### config.mk
export PLATFORM = sky130hd
export DESIGN_NAME = pipe_buf_stage
export DESIGN_NICKNAME = d
export VERILOG_FILES = /design/src/rtl/pipe_buf_stage.sv
export SDC_FILE = /design/constraint.sdc
export NUM_CORES = 1
export LEC_CHECK = 0
export CAP_MARGIN = 20
export CORE_UTILIZATION = 25
export DETAILED_ROUTE_END_ITERATION = 10
export GPL_ROUTABILITY_DRIVEN = 0
export PLACE_DENSITY_LB_ADDON = 0.08
export SLEW_MARGIN = 20
export SYNTH_ARGS = -nofsm -noshare
export SYNTH_HDL_FRONTEND = slang
export SYNTH_SLANG_ARGS = --single-unit
### constraint.sdc
create_clock -name clk -period 2.3 [get_ports clk]
set_clock_uncertainty 0.15 [all_clocks]
set_input_delay 0.345 -clock clk [delete_from_list [all_inputs] [get_ports clk]]
set_output_delay 0.345 -clock clk [all_outputs]
set_load 0.005 [all_outputs]
### src/rtl/pipe_buf_stage.sv
// Reusable pipeline buffer stage: valid/ready handshake around an opaque payload.
// DEPTH = 2 gives a skid buffer with registered in_ready; DEPTH = 1 gives a single
// register with combinational pass-through ready. Includes a saturating stall counter.
module pipe_buf_stage #(
  parameter int unsigned WIDTH = 41,
  parameter int unsigned DEPTH = 2,
  parameter int unsigned CNT_W = 16
) (
  input  logic             clk,
  input  logic             reset,
  input  logic             flush,
  input  logic             in_valid,
  output logic             in_ready,
  input  logic [WIDTH-1:0] in_data,
  output logic             out_valid,
  input  logic             out_ready,
  output logic [WIDTH-1:0] out_data,
  output logic [1:0]       occupancy,
  output logic [CNT_W-1:0] stall_count
);

  // Reject illegal configurations at elaboration time.
  if (DEPTH != 1 && DEPTH != 2) begin : g_bad_depth
    $error("pipe_buf_stage: DEPTH must be 1 or 2");
  end
  if (WIDTH < 1) begin : g_bad_width
    $error("pipe_buf_stage: WIDTH must be at least 1");
  end
  if (CNT_W < 1) begin : g_bad_cnt_w
    $error("pipe_buf_stage: CNT_W must be at least 1");
  end

  typedef enum logic [1:0] {
    StEmpty,
    StOne,
    StFull
  } state_e;

  localparam logic [CNT_W-1:0] StallMax = {CNT_W{1'b1}};
  localparam logic [CNT_W-1:0] StallOne = CNT_W'(1);

  state_e           state_q, state_d;
  logic [WIDTH-1:0] m_data_q;
  logic [WIDTH-1:0] s_data_q;
  logic [CNT_W-1:0] stall_q;
  logic             in_fire;
  logic             out_fire;
  logic             load_m_in;
  logic             load_m_skid;
  logic             load_s;

  assign in_fire  = in_valid && in_ready;
  assign out_fire = out_valid && out_ready;

  // State register; reset dominates everything else.
  always_ff @(posedge clk) begin
    if (reset) begin
      state_q <= StEmpty;
    end else begin
      state_q <= state_d;
    end
  end

  // Next-state logic; flush overrides the handshake and drops any same-cycle accept.
  always_comb begin
    state_d = state_q;
    case (state_q)
      StEmpty: begin
        if (in_fire) state_d = StOne;
      end
      StOne: begin
        // In pass-through mode an accept while full always coincides with a drain.
        if (in_fire && !out_fire) begin
          state_d = (DEPTH == 2) ? StFull : StOne;
        end else if (!in_fire && out_fire) begin
          state_d = StEmpty;
        end
      end
      StFull: begin
        if (out_fire) state_d = StOne;
      end
      default: state_d = StEmpty;
    endcase
    if (flush) state_d = StEmpty;
  end

  // Output decode from the state register (and out_ready for pass-through ready).
  always_comb begin
    out_valid = (state_q != StEmpty);
    occupancy = 2'd0;
    case (state_q)
      StOne:   occupancy = 2'd1;
      StFull:  occupancy = 2'd2;
      default: occupancy = 2'd0;
    endcase
    if (DEPTH == 1) begin
      in_ready = (state_q == StEmpty) || out_ready;
    end else begin
      // Skid mode: ready depends only on flops, never on out_ready.
      in_ready = (state_q != StFull);
    end
  end

  // Data register load enables.
  always_comb begin
    load_m_in   = in_fire && ((state_q == StEmpty) || ((state_q == StOne) && out_fire));
    load_m_skid = (state_q == StFull) && out_fire;
    load_s      = in_fire && (state_q == StOne) && !out_fire;
  end

  // Payload registers; flush leaves contents untouched, reset clears them.
  always_ff @(posedge clk) begin
    if (reset) begin
      m_data_q <= '0;
      s_data_q <= '0;
    end else if (!flush) begin
      if (load_m_in) begin
        m_data_q <= in_data;
      end else if (load_m_skid) begin
        m_data_q <= s_data_q;
      end
      if (load_s) begin
        s_data_q <= in_data;
      end
    end
  end

  // Saturating stall counter; only reset clears it.
  always_ff @(posedge clk) begin
    if (reset) begin
      stall_q <= '0;
    end else if (out_valid && !out_ready && (stall_q != StallMax)) begin
      stall_q <= stall_q + StallOne;
    end
  end

  assign out_data    = m_data_q;
  assign stall_count = stall_q;

endmodule

==> flow_summary.yaml, run 1 <==
clock_tree:
  clk_path_buf_depth: 2
  htreeDepth: 3
  postCtsSetupBuffers: 0
  cts.sinks: 100
  cts_root_buffer: "clkbuf_16"
  cts_resized: 0
  cts_buffers: 9
  path_clk_slew_ns: 0.07
  cts_tree: "yes"
  clk_latency_ns: 0.34
  postCtsHoldBufs: 0
power_and_ir_drop:
  cellLeakagePower_nw: 2.12
  swShare_pct: 22.6
  p_clk_share_pct: 43.7
  p_per_area_nw_per_um2: 674
  p_switching_uw: 963
  pwr-share-seq_pct: 42.8
  p_comb_share_pct: 13.5
  ir_drop_uv: 347
  power.internal_mw: 3.29
  total_power_mw: 4.26
synthesis:
  synth_top_area_share_pct: 43.3
  yosysMostFrequentCell: "dfxtp_1"
  synth_fp_nets: 534
  synth_cell_type_count: 48
  yosysSeqAreaShare_pct: 43.3
  postSynthCellCount: 486
  ys_ff_latch: 100
  ys_warn_count: 0
  synth-edff-count: 0
  synthArstFlopShare_pct: 0
  synth.area.top_cells: "dfxtp_1 (43%), a311oi_2 (13%), a21oi_1 (9.8%), mux2i_1 (9.3%), nand2_1 (7.3%)"
  syn-mean-instance-area_um2: 9.52
  synth_top_area_cell: "dfxtp_1"
  ys.flop_type: "dfxtp_1"
  synth_area_um2: 4620
  synth_common_cells: "dfxtp_1 (100), a21oi_1 (91), nand2_1 (90)"
drt:
  drcViolationCount: 0
  detail-route-antenna-nets: 0
  wirelength_um: 12500
  drtIter0Drc: 163
  vias: 3905
  wire_per_inst_um: 15.5
  drt_pass1_iterations: 6
  drt-vias-per-instance: 4.83
floorplan:
  ios: 107
  coreArea_um2: 18000
  die_h_um: 138
  rows: 49
  dieArea_um2: 19000
  die_w_um: 138
  start_util_pct: 25.7
global_routing:
  top_usage_layer: "met2"
  grt_pass1_vias: 3814
  grt_use_met1_pct: 18.3
  gr-total-overflow: 0
  gr-usage-met2_pct: 20.5
  grt_use_met3_pct: 3.12
  track_usage_pct: 13.3
  antenna_found_initial: 0
  grt_max_degree: 52
  grt_pass1_wl_um: 20400
sta:
  fmax_mhz: 473
  rsz0062_at_grt: "no"
  maxSlewViolCount: 0
  tightest_slew_ns: 0.462
  min_period_over_period_pct: 91.9
  final.min_clock_period_ns: 2.11
  finalSetupTns_ns: 0
  max_slew_margin_pct: 68.8
  setup_viol: 0
  hold_violations: 0
finish:
  drive_gt1_share_pct: 15.5
  fill_cells: 1860
  diodes: 0
  seqCellArea_um2: 2000
  nNetsFinal: 623
  area_growth_pct: 36.6
  multiInputGateArea_um2: 2350
run:
  maxCapViolations: 0
min_path:
  worstHoldPathType: "in -> reg"
critical_path:
  ff2ff_setup_slack_ns: 0.20
  startpoint_type: "register"
  cp_slowest_stage_delay_ns: 0.57
  path_class: "reg -> out"
  cpMaxStageDelayCell: "clkdlybuf4s50_1"
  end_kind: "output pin"
  crit_required_ns: 1.80
  worst-path-max-fanout: 6
  crit_arrival_ns: 1.62
  path_cells: "nor2b_1 -> clkdlybuf4s50_1"
placement:
  hpwl_um: 8110
  io_buffer_count: 106
status:
  status: "finished clean"
## sequential cells by signal (all words and copies together) (netlist names)
name / flops
out_data: 41
state_q: 2
stall_count: 16
s_data_q: 41
## critical path, delay by kind of cell, from the launching register on
| family | cells | cell delay [ns] |
|---|---|---|
| buffers and inverters | 1 | 0.57 |
| AND/OR/NAND/NOR | 1 | 0.30 |
| flip-flops | 1 | 0.41 |
## layout by cell type (no fill, tap or decap), drive strengths merged, types with 2 or more instances in the layout
| cell | count |
|---|---|
| nor2b | 2 |
| clkbuf | 12 |
| o21ai | 9 |
| nor4 | 2 |
| a311oi | 41 |
| a21oi | 91 |
| mux2i | 43 |
| or2 | 2 |
| and3 | 4 |
| dfxtp | 100 |
| and4 | 2 |
| nand4 | 7 |
| clkdlybuf4s50 | 105 |
| nor3 | 2 |
| inv | 5 |
| or3 | 7 |
| ha | 2 |
| buf | 17 |
| nor2 | 6 |
| o21a | 3 |
| o41ai | 2 |
| nand2 | 90 |
| nand3 | 5 |
| bufinv | 4 |
| nand2b | 3 |
## area by class of cell
| class | count | area share (%) |
|---|---|---|
| flip-flops and latches | 100 | 31.7 |
| clock buffers | 12 | 3.90 |
| repair buffers | 122 | 20.4 |
| multi-input cells | 336 | 37.2 |
| inverters | 6 | 0.376 |
| clock inverters | 4 | 1.90 |
| well taps | 229 | 4.54 |
## stage by stage
stage	cells	utilization [%]	hold WS [ns]	area (um^2)	worst slack, ns
3_5_place_dp	793	33.0	0.297	5950	0.150
2_1_floorplan	486	-	0.274	4620	0.413
4_1_cts	809	35.0	0.163	6320	0.147
3_3_place_gp	793	33.0	0.291	5950	0.186
6_report	809	35.0	0.176	6320	0.186
5_1_grt	809	35.0	0.174	6320	0.0679
## metal layers
metal	vias to the layer above	part of all wire (%)
met4	0	1.2
met1	1859	49
met5	-	0
met3	12	4.9
li1	1937	-
met2	97	45
## path summary, 6_finish.rpt
check / startpoint / end / depth (start not counted)
max reg2reg: stall_count[0] / stall_count[1] / 6
min: reset / stall_count[14] / 2
min reg2reg: s_data_q[18] / s_data_q[18] / 2
max: state_q[0] / occupancy[0] / 2
## cell families (layout without fill, tap and decap cells)
family,count (synthesis),count (layout),synth area share (%)
AOI/OAI and AO/OA,154,154,26.7
and+or+nand+nor,135,135,13.3
DFF,100,100,43.3
buffers and inverters,50,144,6.33
muxes,44,44,9.63
adders and majority gates,2,2,0.541
xor gates and xnor gates,1,1,0.189
## power groups by stage
stage / Sequential, mW / Combinational (mW) / Clock [mW]
2_1_floorplan: 1.86 / 0.308 / 0
3_5_place_dp: 1.86 / 0.581 / 0
6_report: 1.82 / 0.573 / 1.86
4_1_cts: 1.82 / 0.582 / 1.94
3_3_place_gp: 1.86 / 0.573 / 0
5_1_grt: 1.83 / 0.620 / 2.00
No activity file was read; power rests on OpenSTA's default activity.
==> inputs of run 2 (changes only) <==
- clock period: 2.3 -> 1.99 ns (I/O delays scaled with it)
==> flow_summary.yaml, run 2 (synthesis gave the netlist of run 1 again) <==
drt:
  wirelength_um: 12800
  vias: 3951
  drtIter0Drc: 146
  detail-route-antenna-nets: 0
  wire_per_inst_um: 15.6
  drt-vias-per-instance: 4.81
  drt_pass1_iterations: 7
  drcViolationCount: 0
critical_path:
  path_class: "reg -> reg"
  path_cells: "nand4_1 -> o41ai_4 -> buf_4 -> nor4_2 -> mux2_4"
  ff2ff_setup_slack_ns: 0.07
  cp_slowest_stage_delay_ns: 0.47
  cpMaxStageDelayCell: "o41ai_4"
  reg2reg_to: "stall_count[15]"
  crit_arrival_ns: 2.01
  startpoint_type: "register"
  end_kind: "register"
  rr_worst_depth: 5
  worst-path-max-fanout: 6
  crit_required_ns: 2.08
  r2r_start: "stall_count[9]"
placement:
  dpl_cell_area_um2: 6050
  hpwl_um: 8350
  dp.cells: 804
  place_worst_setup_slack_ns: -0.0873
  io_buffer_count: 106
global_routing:
  antenna_found_initial: 0
  gr-total-overflow: 0
  grt_pass1_vias: 3858
  grt_max_degree: 52
  grt_pass1_wl_um: 20900
  track_usage_pct: 13.8
finish:
  final_cell_mix: "clkdlybuf4s50_1 (104), dfxtp_1 (96), a21oi_1 (91)"
  final_common_cell: "clkdlybuf4s50_1"
  final_area_um2: 6410
  fill_cells: 1886
  drive_gt1_share_pct: 18.5
  utilization_pct: 35.6
  layoutNonFillerInstCount: 822
  diodes: 0
  area_growth_pct: 38.7
  nNetsFinal: 636
min_path:
  min_path_cells: 2
  hold_path.startpoint: "reset"
  min_to: "stall_count[11]"
  worstHoldPathType: "in -> reg"
sta:
  min_period_over_period_pct: 96.7
  tightest_slew_ns: 0.473
  setup_viol: 0
  fmax_mhz: 520
  rsz0062_at_grt: "yes"
  final.min_clock_period_ns: 1.92
  finalSetupTns_ns: 0
  maxSlewViolCount: 0
  max_slew_margin_pct: 68.5
  whs_ns: 0.127
  hold_violations: 0
  setup_ws_ns: 0.0662
clock_tree:
  clk_latency_ns: 0.35
  cts_root_buffer: "clkbuf_16"
  cts_buffers: 9
  cts.sinks: 100
  path_clk_slew_ns: 0.07
  cts_tree: "yes"
  htreeDepth: 3
  clk_path_buf_depth: 2
floorplan:
  coreArea_um2: 18000
  rows: 49
  die_w_um: 138
  die_h_um: 138
  dieArea_um2: 19000
  start_util_pct: 25.7
  ios: 107
power_and_ir_drop:
  power.internal_mw: 3.56
  p_comb_share_pct: 14.3
  p_per_area_nw_per_um2: 736
  pwr-share-seq_pct: 44.6
  swShare_pct: 24.5
  p_clk_share_pct: 41.1
  ir_drop_uv: 463
  total_power_mw: 4.72
  p_switching_mw: 1.16
  cellLeakagePower_nw: 2.20
status:
  status: "finished clean"
run:
  maxCapViolations: 0
## run 2: how the worst max path moves through the flow
| stage | start | end | slack, ns | depth (start not counted) |
|---|---|---|---|---|
| 3_3_place_gp | out_ready | stall_count[13] | -0.08 | 6 |
| 2_1_floorplan | stall_count[0] | stall_count[15] | 0.10 | 6 |
| 5_1_grt | stall_count[9] | stall_count[1] | -0.008 | 5 |
| 6_report | stall_count[9] | stall_count[15] | 0.07 | 5 |
| 4_1_cts | state_q[0] | occupancy[1] | 0.002 | 3 |
| 3_5_place_dp | out_ready | stall_count[13] | -0.09 | 6 |
## run 2: metal layers
metal | wire (um) | GRT usage (%) | vias to the layer above
li1 | - | - | 1976
met1 | 6090 | 18.0 | 1877
met2 | 5880 | 21.4 | 86
met3 | 658 | 4.33 | 12
met4 | 174 | 4.51 | 0
met5 | 0 | 0 | -
## run 2: final cells by class
| cell class | instances | area, um^2 | area share (%) |
|---|---|---|---|
| clock buffer | 10 | 239 | 3.73 |
| clock inverter | 6 | 86.3 | 1.35 |
| inverter | 6 | 23.8 | 0.371 |
| multi-input combinational | 336 | 2370 | 36.9 |
| sequential | 100 | 2010 | 31.3 |
| tap | 229 | 287 | 4.47 |
| timing repair buffer | 135 | 1400 | 21.9 |
## run 2: repair_timing
| action | 4_1_cts | 5_1_grt |
|---|---|---|
| resized for setup | 5 | 4 |
| pin swaps | 0 | 2 |
| setup buffers | 0 | 2 |
| hold buffers | 0 | 0 |
| endpoints found under the setup margin | 4 | 14 |
| hold endpoints to repair | 0 | 0 |
## run 2: power groups by stage
stage	Sequential (mW)	Combinational (mW)	Clock [mW]
after floorplan	2.15	0.356	0
after CTS	2.10	0.684	2.01
after global placement	2.15	0.673	0
after global routing	2.11	0.732	2.11
final	2.10	0.674	1.94
after detailed placement	2.15	0.679	0
## run 2: critical path, delay by kind of cell, from the launching register on
| family | cells | cell delay (ns) |
|---|---|---|
| AOI/OAI and AO/OA | 1 | 0.47 |
| buffers and inverters | 1 | 0.18 |
| DFF | 1 | 0.42 |
| and+or+nand+nor | 2 | 0.31 |
| muxes | 1 | 0.29 |
==> inputs of run 3 (changes only) <==
- CELL_PAD_IN_SITES_DETAIL_PLACEMENT: unset -> 1
- CELL_PAD_IN_SITES_GLOBAL_PLACEMENT: unset -> 1
==> flow_summary.yaml, run 3 (synthesis gave the netlist of run 1 again) <==
finish:
  fill_cells: 2051
  diodes: 0
  utilization_pct: 36.1
  drive_gt1_share_pct: 19.6
  nNetsFinal: 646
  area_growth_pct: 40.8
  final_cell_mix: "clkdlybuf4s50_1 (105), dfxtp_1 (96), a21oi_1 (91)"
  final_common_cell: "clkdlybuf4s50_1"
  layoutNonFillerInstCount: 832
clock_tree:
  clk_latency_ns: 0.35
  cts_root_buffer: "clkbuf_16"
  cts_buffers: 9
  postCtsHoldBufs: 0
  cts.sinks: 100
  clk_path_buf_depth: 2
  path_clk_slew_ns: 0.07
  cts_tree: "yes"
  htreeDepth: 3
critical_path:
  crit_required_ns: 1.54
  crit_arrival_ns: 1.49
  cpMaxStageDelayCell: "clkdlybuf4s50_1"
  path_class: "reg -> out"
  path_cells: "nand2b_4 -> inv_2 -> clkdlybuf4s50_1"
  crit_buf_inv: 2
  end_kind: "output pin"
  path_delay_family: "buffers and inverters"
  worst-path-max-fanout: 6
  startpoint_type: "register"
  cp_slowest_stage_delay_ns: 0.51
placement:
  place_worst_setup_slack_ns: -0.161
  io_buffer_count: 106
  hpwl_um: 9370
  dp.cells: 814
global_routing:
  grt_pass1_vias: 3977
  grt_pass1_wl_um: 21700
  gr-total-overflow: 0
  track_usage_pct: 14.3
  grt_max_degree: 46
  antenna_found_initial: 0
drt:
  wirelength_um: 13700
  drcViolationCount: 0
  detail-route-antenna-nets: 0
  drt-vias-per-instance: 4.82
  wire_per_inst_um: 16.5
  drtIter0Drc: 109
  vias: 4012
  drt_pass1_iterations: 4
floorplan:
  die_w_um: 138
  ios: 107
  rows: 49
  die_h_um: 138
  coreArea_um2: 18000
  dieArea_um2: 19000
  start_util_pct: 25.7
status:
  status: "finished clean"
power_and_ir_drop:
  ir_drop_uv: 388
  cellLeakagePower_nw: 2.23
  p_per_area_nw_per_um2: 726
sta:
  min_period_over_period_pct: 97.4
  tightest_slew_ns: 0.293
  max_slew_margin_pct: 80.2
  rsz0062_at_grt: "yes"
  maxSlewViolCount: 0
  hold_violations: 0
  setup_ws_ns: 0.0527
  final.min_clock_period_ns: 1.94
  fmax_mhz: 516
  whs_ns: 0.148
  setup_viol: 0
min_path:
  worstHoldPathType: "in -> reg"
run:
  maxCapViolations: 0
[run 3: final timing paths]
| kind | start | cells past startpoint | endpoint | slack, ns |
|---|---|---|---|---|
| setup / recovery | state_q[0] | 3 | occupancy[1] | 0.05 |
| hold / removal | reset | 2 | stall_count[1] | 0.15 |
| setup reg to reg | stall_count[1] | 7 | stall_count[1] | 0.07 |
| hold reg to reg | s_data_q[30] | 2 | s_data_q[30] | 0.31 |
[run 3: layer usage]
metal	vias up	routed length, um	global-route usage, %
met1	1931	6890	19.5
met2	79	5970	21.4
met4	0	218	5.78
li1	1988	-	-
met3	14	631	3.67
met5	-	0	0
[run 3: what timing repair did]
action                                 in CTS  in global routing
endpoints found under the hold margin       0                  0
setup buffers                               0                  1
resized for setup                           6                  6
setup endpoints to repair                  16                 13
gates cloned                                0                  1
pin swaps                                   2                  3
[run 3: through the flow]
step | setup TNS (ns) | power [mW] | cell area, um^2
5_1_grt | -0.000348 | 4.96 | 6510
3_5_place_dp | -3.79 | 2.84 | 6130
2_1_floorplan | 0 | 2.50 | 4620
3_3_place_gp | -2.04 | 2.83 | 6130
4_1_cts | 0 | 4.84 | 6480
6_report | 0 | 4.73 | 6510
[run 3: worst register-to-register path: cells and delay by family, from the launching register on]
family                   cells  cell delay [ns]
buffers and inverters        2             0.34
adder cells (fa/ha/maj)      1             0.15
multiplexers                 1             0.20
AO/OA/AOI/OAI                1             0.38
AND/OR/NAND/NOR              2             0.24
flip-flops                   1             0.36
[run 3: power by group]
group          internal, mW  switching, mW
Combinational         0.366          0.323
Clock                  1.14          0.789
Sequential             2.07         0.0408
Total                  3.58           1.15
[run 3: layout make-up]
class	count	area (um^2)	share of cell area, %
Multi-Input combinational cell	336	2390	36.6
Inverter	6	23.8	0.365
Timing Repair Buffer	145	1490	22.9
Tap cell	229	287	4.40
Clock inverter	3	68.8	1.06
Sequential cell	100	2010	30.8
Clock buffer	13	250	3.84
